--- src/rtl/pipeline_hazard_ctrl_if.sv ---
// Hazard-control bundle between the 5-stage core (master) and the stall/flush sequencer (slave).
interface pipeline_hazard_ctrl_if #(
  parameter int ADDR_WIDTH = 5,
  parameter int CNT_WIDTH  = 32
);
  logic [ADDR_WIDTH-1:0] ID_Rs1_Addr;
  logic [ADDR_WIDTH-1:0] ID_Rs2_Addr;
  logic                  ID_Rs1_Used;
  logic                  ID_Rs2_Used;
  logic                  EX_Mem_r;
  logic                  EX_Reg_w;
  logic [ADDR_WIDTH-1:0] EX_Rd_Addr;
  logic                  EX_Mispredict;
  logic                  MEM_Req;
  logic                  MEM_Ready;
  logic                  PC_Write;
  logic                  IF_ID_Write;
  logic                  IF_ID_Flush;
  logic                  ID_EX_Write;
  logic                  ID_EX_Flush;
  logic                  EX_MEM_Write;
  logic                  MEM_WB_Flush;
  logic                  Mem_Timeout;
  logic [1:0]            Ctrl_State;
  logic [CNT_WIDTH-1:0]  Cnt_LoadUse;
  logic [CNT_WIDTH-1:0]  Cnt_Flush;
  logic [CNT_WIDTH-1:0]  Cnt_MemWait;

  modport master (
    output ID_Rs1_Addr, ID_Rs2_Addr, ID_Rs1_Used, ID_Rs2_Used,
           EX_Mem_r, EX_Reg_w, EX_Rd_Addr, EX_Mispredict, MEM_Req, MEM_Ready,
    input  PC_Write, IF_ID_Write, IF_ID_Flush, ID_EX_Write, ID_EX_Flush,
           EX_MEM_Write, MEM_WB_Flush, Mem_Timeout, Ctrl_State,
           Cnt_LoadUse, Cnt_Flush, Cnt_MemWait
  );

  modport slave (
    input  ID_Rs1_Addr, ID_Rs2_Addr, ID_Rs1_Used, ID_Rs2_Used,
           EX_Mem_r, EX_Reg_w, EX_Rd_Addr, EX_Mispredict, MEM_Req, MEM_Ready,
    output PC_Write, IF_ID_Write, IF_ID_Flush, ID_EX_Write, ID_EX_Flush,
           EX_MEM_Write, MEM_WB_Flush, Mem_Timeout, Ctrl_State,
           Cnt_LoadUse, Cnt_Flush, Cnt_MemWait
  );
endinterface

--- src/rtl/pipeline_hazard_ctrl.sv ---
// Stall/flush sequencer for the 5-stage core: load-use, mispredict, data-memory wait and timeout fault.
// Optional saturating stall counters are built when STALL_PERF_CNT_EN is defined.
module pipeline_hazard_ctrl #(
  parameter int ADDR_WIDTH = 5,
  parameter int TIMEOUT    = 255,
  parameter int TO_WIDTH   = 8,
  parameter int CNT_WIDTH  = 32
) (
  input  logic                  clk,
  input  logic                  rst_n,
  pipeline_hazard_ctrl_if.slave hz
);
  // state    | meaning
  // RUN      | normal issue; resolves mem stall > mispredict > load-use
  // MEM_WAIT | pipeline frozen until data memory completes
  // FAULT    | memory never answered; frozen until reset
  typedef enum logic [1:0] {RUN = 2'd0, MEM_WAIT = 2'd1, FAULT = 2'd2} state_t;

  localparam logic [TO_WIDTH-1:0] TO_LIMIT = TO_WIDTH'(TIMEOUT);

  state_t                state, state_nxt;
  logic [TO_WIDTH-1:0]   wait_cnt, wait_cnt_nxt, wait_cnt_inc;
  logic                  rs1_hit, rs2_hit, load_use, mem_stall, mem_release, wait_limit;

  assign rs1_hit     = hz.ID_Rs1_Used && (hz.ID_Rs1_Addr == hz.EX_Rd_Addr);
  assign rs2_hit     = hz.ID_Rs2_Used && (hz.ID_Rs2_Addr == hz.EX_Rd_Addr);
  assign load_use    = hz.EX_Mem_r && hz.EX_Reg_w && (hz.EX_Rd_Addr != '0) && (rs1_hit || rs2_hit);
  assign mem_stall   = hz.MEM_Req && !hz.MEM_Ready;
  // a withdrawn request releases the freeze just like a completed one
  assign mem_release = !hz.MEM_Req || hz.MEM_Ready;
  assign wait_cnt_inc = wait_cnt + TO_WIDTH'(1);
  assign wait_limit  = (TIMEOUT != 0) && (wait_cnt_inc == TO_LIMIT);

  always_ff @(posedge clk or negedge rst_n) begin
    if (!rst_n) begin
      state    <= RUN;
      wait_cnt <= '0;
    end else begin
      state    <= state_nxt;
      wait_cnt <= wait_cnt_nxt;
    end
  end

  always_comb begin
    state_nxt    = state;
    wait_cnt_nxt = wait_cnt;
    case (state)
      RUN: begin
        if (mem_stall) begin
          state_nxt    = MEM_WAIT;
          wait_cnt_nxt = '0;
        end
      end
      MEM_WAIT: begin
        if (mem_release) begin
          state_nxt = RUN;
        end else begin
          if (wait_cnt != TO_LIMIT) wait_cnt_nxt = wait_cnt_inc;
          if (wait_limit) state_nxt = FAULT;
        end
      end
      FAULT:   state_nxt = FAULT;
      default: state_nxt = RUN;
    endcase
  end

  always_comb begin
    hz.PC_Write     = 1'b1;
    hz.IF_ID_Write  = 1'b1;
    hz.IF_ID_Flush  = 1'b0;
    hz.ID_EX_Write  = 1'b1;
    hz.ID_EX_Flush  = 1'b0;
    hz.EX_MEM_Write = 1'b1;
    hz.MEM_WB_Flush = 1'b0;
    if ((state == FAULT) || (state == MEM_WAIT && !mem_release) || (state == RUN && mem_stall)) begin
      hz.PC_Write     = 1'b0;
      hz.IF_ID_Write  = 1'b0;
      hz.ID_EX_Write  = 1'b0;
      hz.EX_MEM_Write = 1'b0;
      hz.MEM_WB_Flush = 1'b1;
    end else if (state == RUN && hz.EX_Mispredict) begin
      hz.IF_ID_Flush = 1'b1;
      hz.ID_EX_Flush = 1'b1;
    end else if (state == RUN && load_use) begin
      hz.PC_Write    = 1'b0;
      hz.IF_ID_Write = 1'b0;
      hz.ID_EX_Flush = 1'b1;
    end
  end

  assign hz.Mem_Timeout = (state == FAULT);
  assign hz.Ctrl_State  = state;

`ifdef STALL_PERF_CNT_EN
  logic                 ev_lu, ev_fl, ev_fz;
  logic [CNT_WIDTH-1:0] cnt_lu, cnt_fl, cnt_mw;

  assign ev_lu = (state == RUN) && !mem_stall && !hz.EX_Mispredict && load_use;
  assign ev_fl = (state == RUN) && !mem_stall && hz.EX_Mispredict;
  assign ev_fz = (state == RUN && mem_stall) || (state == MEM_WAIT && !mem_release) || (state == FAULT);

  always_ff @(posedge clk or negedge rst_n) begin
    if (!rst_n) begin
      cnt_lu <= '0;
      cnt_fl <= '0;
      cnt_mw <= '0;
    end else begin
      if (ev_lu && cnt_lu != '1) cnt_lu <= cnt_lu + CNT_WIDTH'(1);
      if (ev_fl && cnt_fl != '1) cnt_fl <= cnt_fl + CNT_WIDTH'(1);
      if (ev_fz && cnt_mw != '1) cnt_mw <= cnt_mw + CNT_WIDTH'(1);
    end
  end

  assign hz.Cnt_LoadUse = cnt_lu;
  assign hz.Cnt_Flush   = cnt_fl;
  assign hz.Cnt_MemWait = cnt_mw;
`else
  assign hz.Cnt_LoadUse = '0;
  assign hz.Cnt_Flush   = '0;
  assign hz.Cnt_MemWait = '0;
`endif
endmodule

--- src/flat_wrapper.sv ---
// flat-port wrapper written by rule: the top's interface ports become plain ports
module pipeline_hazard_ctrl_flat 
#(
  parameter int ADDR_WIDTH = 5,
  parameter int TIMEOUT    = 255,
  parameter int TO_WIDTH   = 8,
  parameter int CNT_WIDTH  = 32
)
  (clk, rst_n, hz_ID_Rs1_Addr, hz_ID_Rs2_Addr, hz_ID_Rs1_Used, hz_ID_Rs2_Used, hz_EX_Mem_r, hz_EX_Reg_w, hz_EX_Rd_Addr, hz_EX_Mispredict, hz_MEM_Req, hz_MEM_Ready, hz_PC_Write, hz_IF_ID_Write, hz_IF_ID_Flush, hz_ID_EX_Write, hz_ID_EX_Flush, hz_EX_MEM_Write, hz_MEM_WB_Flush, hz_Mem_Timeout, hz_Ctrl_State, hz_Cnt_LoadUse, hz_Cnt_Flush, hz_Cnt_MemWait);
  pipeline_hazard_ctrl_if #(.ADDR_WIDTH(ADDR_WIDTH), .CNT_WIDTH(CNT_WIDTH)) hz_i ();
  input  logic clk;
  input  logic rst_n;
  input wire logic [$bits(hz_i.ID_Rs1_Addr)-1:0] hz_ID_Rs1_Addr;
  input wire logic [$bits(hz_i.ID_Rs2_Addr)-1:0] hz_ID_Rs2_Addr;
  input wire logic [$bits(hz_i.ID_Rs1_Used)-1:0] hz_ID_Rs1_Used;
  input wire logic [$bits(hz_i.ID_Rs2_Used)-1:0] hz_ID_Rs2_Used;
  input wire logic [$bits(hz_i.EX_Mem_r)-1:0] hz_EX_Mem_r;
  input wire logic [$bits(hz_i.EX_Reg_w)-1:0] hz_EX_Reg_w;
  input wire logic [$bits(hz_i.EX_Rd_Addr)-1:0] hz_EX_Rd_Addr;
  input wire logic [$bits(hz_i.EX_Mispredict)-1:0] hz_EX_Mispredict;
  input wire logic [$bits(hz_i.MEM_Req)-1:0] hz_MEM_Req;
  input wire logic [$bits(hz_i.MEM_Ready)-1:0] hz_MEM_Ready;
  output wire logic [$bits(hz_i.PC_Write)-1:0] hz_PC_Write;
  output wire logic [$bits(hz_i.IF_ID_Write)-1:0] hz_IF_ID_Write;
  output wire logic [$bits(hz_i.IF_ID_Flush)-1:0] hz_IF_ID_Flush;
  output wire logic [$bits(hz_i.ID_EX_Write)-1:0] hz_ID_EX_Write;
  output wire logic [$bits(hz_i.ID_EX_Flush)-1:0] hz_ID_EX_Flush;
  output wire logic [$bits(hz_i.EX_MEM_Write)-1:0] hz_EX_MEM_Write;
  output wire logic [$bits(hz_i.MEM_WB_Flush)-1:0] hz_MEM_WB_Flush;
  output wire logic [$bits(hz_i.Mem_Timeout)-1:0] hz_Mem_Timeout;
  output wire logic [$bits(hz_i.Ctrl_State)-1:0] hz_Ctrl_State;
  output wire logic [$bits(hz_i.Cnt_LoadUse)-1:0] hz_Cnt_LoadUse;
  output wire logic [$bits(hz_i.Cnt_Flush)-1:0] hz_Cnt_Flush;
  output wire logic [$bits(hz_i.Cnt_MemWait)-1:0] hz_Cnt_MemWait;
  assign hz_i.ID_Rs1_Addr = hz_ID_Rs1_Addr;
  assign hz_i.ID_Rs2_Addr = hz_ID_Rs2_Addr;
  assign hz_i.ID_Rs1_Used = hz_ID_Rs1_Used;
  assign hz_i.ID_Rs2_Used = hz_ID_Rs2_Used;
  assign hz_i.EX_Mem_r = hz_EX_Mem_r;
  assign hz_i.EX_Reg_w = hz_EX_Reg_w;
  assign hz_i.EX_Rd_Addr = hz_EX_Rd_Addr;
  assign hz_i.EX_Mispredict = hz_EX_Mispredict;
  assign hz_i.MEM_Req = hz_MEM_Req;
  assign hz_i.MEM_Ready = hz_MEM_Ready;
  assign hz_PC_Write = hz_i.PC_Write;
  assign hz_IF_ID_Write = hz_i.IF_ID_Write;
  assign hz_IF_ID_Flush = hz_i.IF_ID_Flush;
  assign hz_ID_EX_Write = hz_i.ID_EX_Write;
  assign hz_ID_EX_Flush = hz_i.ID_EX_Flush;
  assign hz_EX_MEM_Write = hz_i.EX_MEM_Write;
  assign hz_MEM_WB_Flush = hz_i.MEM_WB_Flush;
  assign hz_Mem_Timeout = hz_i.Mem_Timeout;
  assign hz_Ctrl_State = hz_i.Ctrl_State;
  assign hz_Cnt_LoadUse = hz_i.Cnt_LoadUse;
  assign hz_Cnt_Flush = hz_i.Cnt_Flush;
  assign hz_Cnt_MemWait = hz_i.Cnt_MemWait;
  pipeline_hazard_ctrl #(.ADDR_WIDTH(ADDR_WIDTH), .TIMEOUT(TIMEOUT), .TO_WIDTH(TO_WIDTH), .CNT_WIDTH(CNT_WIDTH)) u_core (.clk(clk), .rst_n(rst_n), .hz(hz_i));
endmodule
--- config.mk ---
export PLATFORM = sky130hd
export DESIGN_NAME = pipeline_hazard_ctrl_flat
export DESIGN_NICKNAME = d
export VERILOG_FILES = /design/src/rtl/pipeline_hazard_ctrl_if.sv /design/src/rtl/pipeline_hazard_ctrl.sv /design/src/flat_wrapper.sv
export SDC_FILE = /design/constraint.sdc
export NUM_CORES = 1
export LEC_CHECK = 0
export CAP_MARGIN = 20
export CORE_MARGIN = 8
export CORE_UTILIZATION = 35
export DETAILED_ROUTE_END_ITERATION = 12
export HOLD_SLACK_MARGIN = 0.08
export PLACE_DENSITY = 0.88
export REMOVE_ABC_BUFFERS = 1
export SYNTH_ARGS = -nofsm -noshare
export SYNTH_HDL_FRONTEND = slang
export SYNTH_SLANG_ARGS = --single-unit
--- constraint.sdc ---
create_clock -name clk -period 4.5 [get_ports clk]
set_clock_uncertainty 0.15 [all_clocks]
set_input_delay 0.45 -clock clk [delete_from_list [all_inputs] [get_ports clk]]
set_output_delay 0.45 -clock clk [all_outputs]
set_load 0.05 [all_outputs]
Yosys cells after proc, flatten, opt, wreduce, memory -nomap -nowiden. Cells that the tools add are included.

Bits in registers: 10. Bits in latches: 0. Bits in writable memories: 0. Memory bits (read-only): 0. Input port bits: 24. Word-level logic and storage cells: 53. Memories kept: 0.

Add/subtract/negate cells: 1. Multiply operators: 0. Div/mod/pow operators: 0. Magnitude comparators: 0. Equal/unequal tests: 10. Shift operators: 0. Mux-type cells: 18. Bitwise operators: 0. Reduce and logical (&&, ||, !) cells: 22.

Operators with widths (count): $mux 8 (3); $pmux 8 s2 (1); $eq 5x5->1 (2); $logic_and 1x1->1 (10); $mux 1 (10); $add 8x1->8 const B (1); $eq 8x8->1 const B (1); $ne 8x8->1 const B (1); $mux 2 (3); $pmux 2 s3 (1); $reduce_bool 5->1 (1); $logic_or 1x1->1 (4); $ne 2x1->1 const B (2); $reduce_and 4->1 (1); $logic_not 1->1 (3); $ne 3x1->1 const B (1); $eq 2x1->1 const B (1); $eq 2x2->1 const B (1); $logic_not 2->1 (1); $ne 2x2->1 const B (1); $reduce_and 2->1 (1); $reduce_bool 2->1 (1).

Longest topological paths before layout. Gate-level depths: netlist (run 1).

Word-level depth: 8. Gate-level depth with buffers: 6.

Worst setup path after synthesis (run 1). OpenSTA, ideal clock, no wires.

Path type: register to output. From: register u_core.state[0], in the netlist u_core.hz.Ctrl_State[0]. To: output hz_PC_Write. Data arrival time: 2.892 ns. Setup slack: 1.008 ns. Cell stages (with the launch flop): 5. Buffers on the path: 1. Path through: dfrtp_1 > nor2b_1 > or2_2 > a31oi_1 > buf_4.

Elaborated cells between the ends (all ways): 12. Classes of those cells: eq/ne: 2; mux: 3; reduce/logical: 7.

RTL lines: from (decl) (line pipeline_hazard_ctrl.sv:21) `state_t state, state_nxt;`; from (signal assigned) (line pipeline_hazard_ctrl.sv:39) `state <= state_nxt;`; $eq 2x2->1; via hz_Mem_Timeout (line flat_wrapper.sv:30) `output wire logic [$bits(hz_i.Mem_Timeout)-1:0] hz_Mem_Timeout;`; $logic_or 1x1->1 (2 in series) (line pipeline_hazard_ctrl.sv:75) `if ((state == FAULT) || (state == MEM_WAIT && !mem_release) || (state == RUN && mem_stall)) begin`; $mux 1 (line pipeline_hazard_ctrl.sv:75); to (decl) (line flat_wrapper.sv:23) `output wire logic [$bits(hz_i.PC_Write)-1:0] hz_PC_Write;`.

The timed path passes the listed nets, and every way through them passes these cells.

Final worst setup path (run 1).
From: input hz_MEM_Req. To: output hz_ID_EX_Flush.

Word-level cells in the longest chain between the ends: 7. Elaborated cells between the ends (all ways): 9. Classes of those cells: mux: 1; reduce/logical: 8.

RTL lines: from (decl) (line flat_wrapper.sv:21) `input wire logic [$bits(hz_i.MEM_Req)-1:0] hz_MEM_Req;`; $logic_not 1->1 (line pipeline_hazard_ctrl.sv:30) `assign mem_release = !hz.MEM_Req || hz.MEM_Ready;`; $logic_or 1x1->1 (line pipeline_hazard_ctrl.sv:30); $logic_not 1->1 (line pipeline_hazard_ctrl.sv:75); $logic_and 1x1->1 (line pipeline_hazard_ctrl.sv:75); $logic_or 1x1->1 (line pipeline_hazard_ctrl.sv:75); $logic_or 1x1->1 * (line pipeline_hazard_ctrl.sv:75); $mux 1 * (line pipeline_hazard_ctrl.sv:75); to (decl) (line flat_wrapper.sv:27) `output wire logic [$bits(hz_i.ID_EX_Flush)-1:0] hz_ID_EX_Flush;`.

Every way passes the cells marked *; elsewhere a longest branch is shown, timed or not.

==> reports/metrics.yaml, run 1 <==
floorplanning:
  die_height_microns: 81.4
  design.core.area_sq_mm: 0.00406
  dieArea_sq_mm: 0.00662
  initial_core_util_pct: 36.9
  fp-row-count: 23
  pin_count: 130
  die_x_microns: 81.4
worst_setup_path:
  crit_slowest_cell: "clkdlybuf4s50_1"
  r2r_start: "u_core.wait_cnt[0]"
  crit_type: "input port to primary output"
  crit_top_cell: "clkdlybuf4s50_1"
  critical-path-max-stage-delay_ns: 0.69
  crit_chain: "clkdlybuf4s50_1, nor3b_4, or2_2, inv_1, a31o_2, clkdlybuf4s50_1"
  worstSetupStartpoint: "hz_MEM_Req"
  critPathCaptureType: "primary output"
  endpoint: "hz_ID_EX_Flush"
  cp.arrival_ns: 2.49
  cp_data_required_time_ns: 3.90
  r2r_slack_ns: 2.55
  path_depth: 6
  crit_family: "buffers and inverters"
  critPathBufInv: 3
  cp_max_fo: 8
  r2r-end: "u_core.hz.Ctrl_State[0]"
  start_kind: "input port"
  ff2ff_path_depth: 5
sta:
  tightest_slew_ns: 0.595
  finalCritPeriodShare_pct: 68.8
  rsz0062_at_grt: "false"
  finalSetupViolCount: 0
  drv_slew: 0
  slew_headroom_pct: 60.1
  fin_hold_ws_ns: 0.381
  timing.fmax_mhz: 323
  setup_tns_ns: 0
  finalHoldViolations: 0
  finalCriticalPeriod_ns: 3.09
synth:
  synth-edff-count: 0
  synth_area_leaders: "buf_4 49%, dfrtp_1 17%, xnor2_1 6.4%"
  seq_area_frac_synth_pct: 16.7
  syn_inst: 185
  async_flop_share_pct: 100
  syn_area_per_cell_sq_um: 8.09
  synthTopCellsByCount: "98 x buf_4, 12 x nand2_1, 11 x xnor2_1, 10 x dfrtp_1"
  post-synth-top-count-cell: "buf_4"
  ys_ff_latch: 10
  synth.distinct_cells: 32
  synth.cell_area_sq_mm: 0.00150
  synth_top_area_share_pct: 49.2
  synth_flop_cell: "dfrtp_1"
  yosysWarnings: 0
  yosysTopAreaCell: "buf_4"
cells_and_area:
  final_cells: 268
  layout-drive-gt1-share_pct: 5.05
  antenna_cells: 0
  fin_nets: 246
  syn_to_final_growth_pct: 3.68
drt:
  viasPerCell: 3.93
  drc: 0
  dr_wl_met2_microns: 1740
  num_vias: 1052
  wl_met3_microns: 661
  first_pass_iters: 4
  top_layer_used: "met4"
  drtIter0Drc: 47
  wl_per_cell_microns: 12.9
  drt-total-wl_microns: 3470
  wl_met1_microns: 1060
  ant_nets: 0
clocking:
  ctsLongestPathBuffers: 2
  cts_sinks: 10
  clk_pin_slew_ns: 0.04
  insertion_delay_ns: 0.23
  clock_tree.root_cell: "clkbuf_8"
  cts_tree: "yes"
  cts_max_level: 1
  hold_buffers: 0
  post_cts_buffers: 0
  cts_made_buffers: 3
  post_cts_resized: 0
placed_design:
  dp.cells: 265
  routabilityCongestion: 0.917
  place_hpwl_microns: 3060
  io_buffers: 33
power_and_ir_drop:
  leakage_nw: 0.765
  ir_drop_v: 0.0000793
  power_density_mw_per_mm2: 281
  power_mw: 0.436
global_route:
  grt_pass1_vias: 982
  grt_max_degree: 11
  grt-ovfl-total: 0
  antenna_found_initial: 0
  grt_pass1_wl_microns: 4390
  grt.total_usage_pct: 8.38
run:
  cap_violations: 0
status:
  status: "complete, no violations"
min_path:
  hold_class: "input port to async pin"
-- worst register-to-register path: stages (launching register included) --
cell      delay, ns
dfrtp_1        0.39
ha_1           0.27
nand3_2        0.18
or3_4          0.38
a221oi_2       0.32
a21boi_0       0.12
-- layer usage --
metal | vias to the layer above | global-route usage (%)
met5 | - | 0
met4 | 0 | 2.32
met3 | 2 | 4.42
met2 | 90 | 14.9
met1 | 479 | 8.33
li1 | 481 | -
-- layout make-up --
cell class / count / area (sq um)
sequential: 10 / 250
multi-input combinational: 167 / 848
fill: 418 / 2510
inverter: 5 / 18.8
clock buffer: 3 / 41.3
tap: 50 / 62.6
timing repair buffer: 33 / 330
-- kinds of logic (layout without fill, tap and decap cells) --
group | Yosys count | after routing | synth area share [%]
AOI/OAI and AO/OA | 23 | 23 | 11.2
xor gates and xnor gates | 11 | 11 | 6.44
adders and majority gates | 2 | 2 | 1.67
buffers and inverters | 103 | 41 | 50.4
DFF | 10 | 10 | 16.7
other | 1 | 96 | 0.251
and+or+nand+nor | 35 | 35 | 13.3
-- flip-flops by register name, summed over array words and instances (netlist names) --
register	flops
u_core.wait_cnt	8
u_core.hz.Ctrl_State	2
-- worst min-delay path by stage --
stage	slack, ns	end	cells past startpoint
2_1_floorplan	0.004	u_core.hz.Ctrl_State[0]	0
3_3_place_gp	0.37	u_core.wait_cnt[1]	2
3_5_place_dp	0.38	u_core.wait_cnt[0]	1
4_1_cts	0.39	u_core.wait_cnt[0]	1
5_1_grt	0.41	u_core.wait_cnt[0]	1
6_report	0.38	u_core.wait_cnt[5]	1
-- placed cells by master, fill, tap and decap left out, types with 2 or more instances in the layout --
master and n:
a21o_1 2, inv_1 5, dfrtp_1 10, ha_1 2, nor2_1 2, or3_1 3
nand2_1 12, nand3_1 4, xnor2_1 11, clkbuf_8 3, o21ai_0 4, clkdlybuf4s50_1 33
nand2b_1 2, nand4_1 3, and3_1 3, conb_1 96, a21oi_1 5, o211ai_1 3
-- stage by stage --
step	area, sq um	worst slack (ns)	util, %
global route	1550	1.35	38.2
global placement	1510	1.41	37.2
floorplan	1120	0.675	-
CTS	1550	1.40	38.2
detailed placement	1510	1.42	37.2
finish	1550	1.41	38.2
-- report_power, final --
group / internal [mW] / switching (mW)
logic: 0.0362 / 0.214
clock network: 0.0583 / 0.0319
registers: 0.0925 / 0.00318
Power figures use the tool's default switching activity.
==> inputs of run 2 (changes only) <==
Settings changed: CORE_UTILIZATION 35 to 29, PLACE_DENSITY 0.88 to 0.78.
Clock period 4.5 ns to 2.6 ns, I/O delays scaled along.
==> reports/metrics.yaml, run 2 (same netlist as run 1, synthesis figures left out) <==
global_route:
  met1_usage_pct: 7.99
  grt_pass1_vias: 1046
  grt-busiest-layer: "met2"
  grt_max_degree: 11
  grt_use_met3_pct: 3.19
  antenna_found_initial: 0
  grt_pass1_wl_microns: 4710
  grt_use_met2_pct: 12.5
  grt.total_usage_pct: 7.71
  grt-ovfl-total: 0
power_and_ir_drop:
  seqPwrFrac_pct: 20.5
  power_density_mw_per_mm2: 499
  switchingPower_mw: 0.445
  switching_share_pct: 55.1
  power_mw: 0.807
  internal-power_mw: 0.362
  clkPwrFrac_pct: 24.8
  p_comb_share_pct: 54.7
  leakage_nw: 0.797
  ir_drop_v: 0.000164
sta:
  finalCriticalPeriod_ns: 2.24
  tightest_slew_ns: 0.592
  rsz0062_at_grt: "false"
  timing.fmax_mhz: 445
  finalSetupViolCount: 0
  finalCritPeriodShare_pct: 86.3
  finalHoldViolations: 0
  slew_headroom_pct: 60.3
  worst_slack_ns: 0.355
  drv_slew: 0
clocking:
  insertion_delay_ns: 0.24
  post_cts_buffers: 0
  hold_buffers: 0
  cts_sinks: 10
  ctsLongestPathBuffers: 2
  cts_made_buffers: 3
  cts_max_level: 1
  clock_tree.root_cell: "clkbuf_8"
  cts_tree: "yes"
  post_cts_resized: 0
  clk_pin_slew_ns: 0.05
drt:
  drtIter0Drc: 28
  viasPerCell: 3.58
  drt-total-wl_microns: 3450
  ant_nets: 0
  num_vias: 1039
  first_pass_iters: 4
  wl_per_cell_microns: 11.9
  drc: 0
worst_setup_path:
  cp_data_required_time_ns: 2.19
  critPathCaptureType: "primary output"
  ff2ff_path_depth: 5
  crit_type: "input port to primary output"
  start_kind: "input port"
  cp_max_fo: 3
  cp.arrival_ns: 1.83
cells_and_area:
  layout_commonest_cell: "conb_1"
  fin_nets: 247
  regMostFlops: "u_core.wait_cnt"
  largest_register_ffs: 8
  antenna_cells: 0
  layout-drive-gt1-share_pct: 9.09
  nFillCells: 545
  final_core_util_pct: 32.1
  syn_to_final_growth_pct: 8.11
  mostFrequentLayoutCells: "96 x conb_1, 26 x clkdlybuf4s50_1, 12 x nand2_1, 11 x xnor2_1, 10 x dfrtp_1"
placed_design:
  dp_slack_ns: 0.383
  routabilityCongestion: 0.878
  place_hpwl_microns: 2980
  io_buffers: 33
floorplanning:
  die_height_microns: 87.8
  dieArea_sq_mm: 0.00771
  initial_core_util_pct: 29.7
  die_x_microns: 87.8
  pin_count: 130
  fp-row-count: 26
  design.core.area_sq_mm: 0.00504
run:
  cap_violations: 0
min_path:
  hold_class: "input port to async pin"
status:
  status: "complete, no violations"
[run 2: cell types whose count changed in the layout (fill, tap and decap cells not counted)]
cell and delta:
buf_12 +3, clkbuf_8 +1, clkdlybuf4s50_1 -7, buf_4 +5
[run 2: layer usage]
| layer | share of wire (%) | routed length (microns) | up-vias |
|---|---|---|---|
| met5 | 0 | 0 | - |
| met4 | 2.8 | 98 | 0 |
| met2 | 47 | 1640 | 84 |
| met3 | 14 | 474 | 9 |
| met1 | 36 | 1240 | 464 |
| li1 | - | - | 482 |
[run 2: critical path: stages]
cell and delay [ns]:
clkdlybuf4s50_1 0.50, xnor2_1 0.31, nand4_1 0.13, o22ai_1 0.22, a31oi_1 0.11, buf_4 0.16, buf_12 0.14
[run 2: final cells by class]
type,count,area (sq um),area share [%]
Multi-Input combinational cell,167,848,52.4
Timing Repair Buffer,34,358,22.1
Sequential cell,10,250,15.5
Tap cell,70,87.6,5.41
Clock buffer,4,55.1,3.40
Inverter,5,18.8,1.16
[run 2: worst paths after layout]
path,start,endpoint,slack (ns)
worst max-delay path,hz_EX_Rd_Addr[0],hz_IF_ID_Write,0.36
worst min-delay path,rst_n,u_core.wait_cnt[3],0.19
worst max register to register,u_core.wait_cnt[0],u_core.hz.Ctrl_State[0],0.66
worst min register to register,u_core.wait_cnt[4],u_core.wait_cnt[4],0.39
max in group asynchronous,rst_n,u_core.wait_cnt[6],1.78
min in group clk,u_core.wait_cnt[4],u_core.wait_cnt[4],0.39
[run 2: power groups by stage]
stage / Sequential, mW / Clock [mW] / Combinational [mW]
floorplan: 0.170 / 0 / 0.357
global placement: 0.167 / 0 / 0.432
detailed placement: 0.168 / 0 / 0.435
CTS: 0.165 / 0.201 / 0.436
global route: 0.166 / 0.211 / 0.459
finish: 0.165 / 0.200 / 0.442
[run 2: metrics by stage]
| stage | hold slack, ns | TNS, ns | area (sq um) | std cells |
|---|---|---|---|---|
| 6_report | 0.194 | 0 | 1620 | 290 |
| 3_3_place_gp | 0.367 | 0 | 1560 | 286 |
| 2_1_floorplan | -0.186 | -3.20 | 1120 | 182 |
| 4_1_cts | 0.207 | 0 | 1620 | 290 |
| 3_5_place_dp | 0.386 | 0 | 1560 | 286 |
| 5_1_grt | 0.242 | 0 | 1620 | 290 |
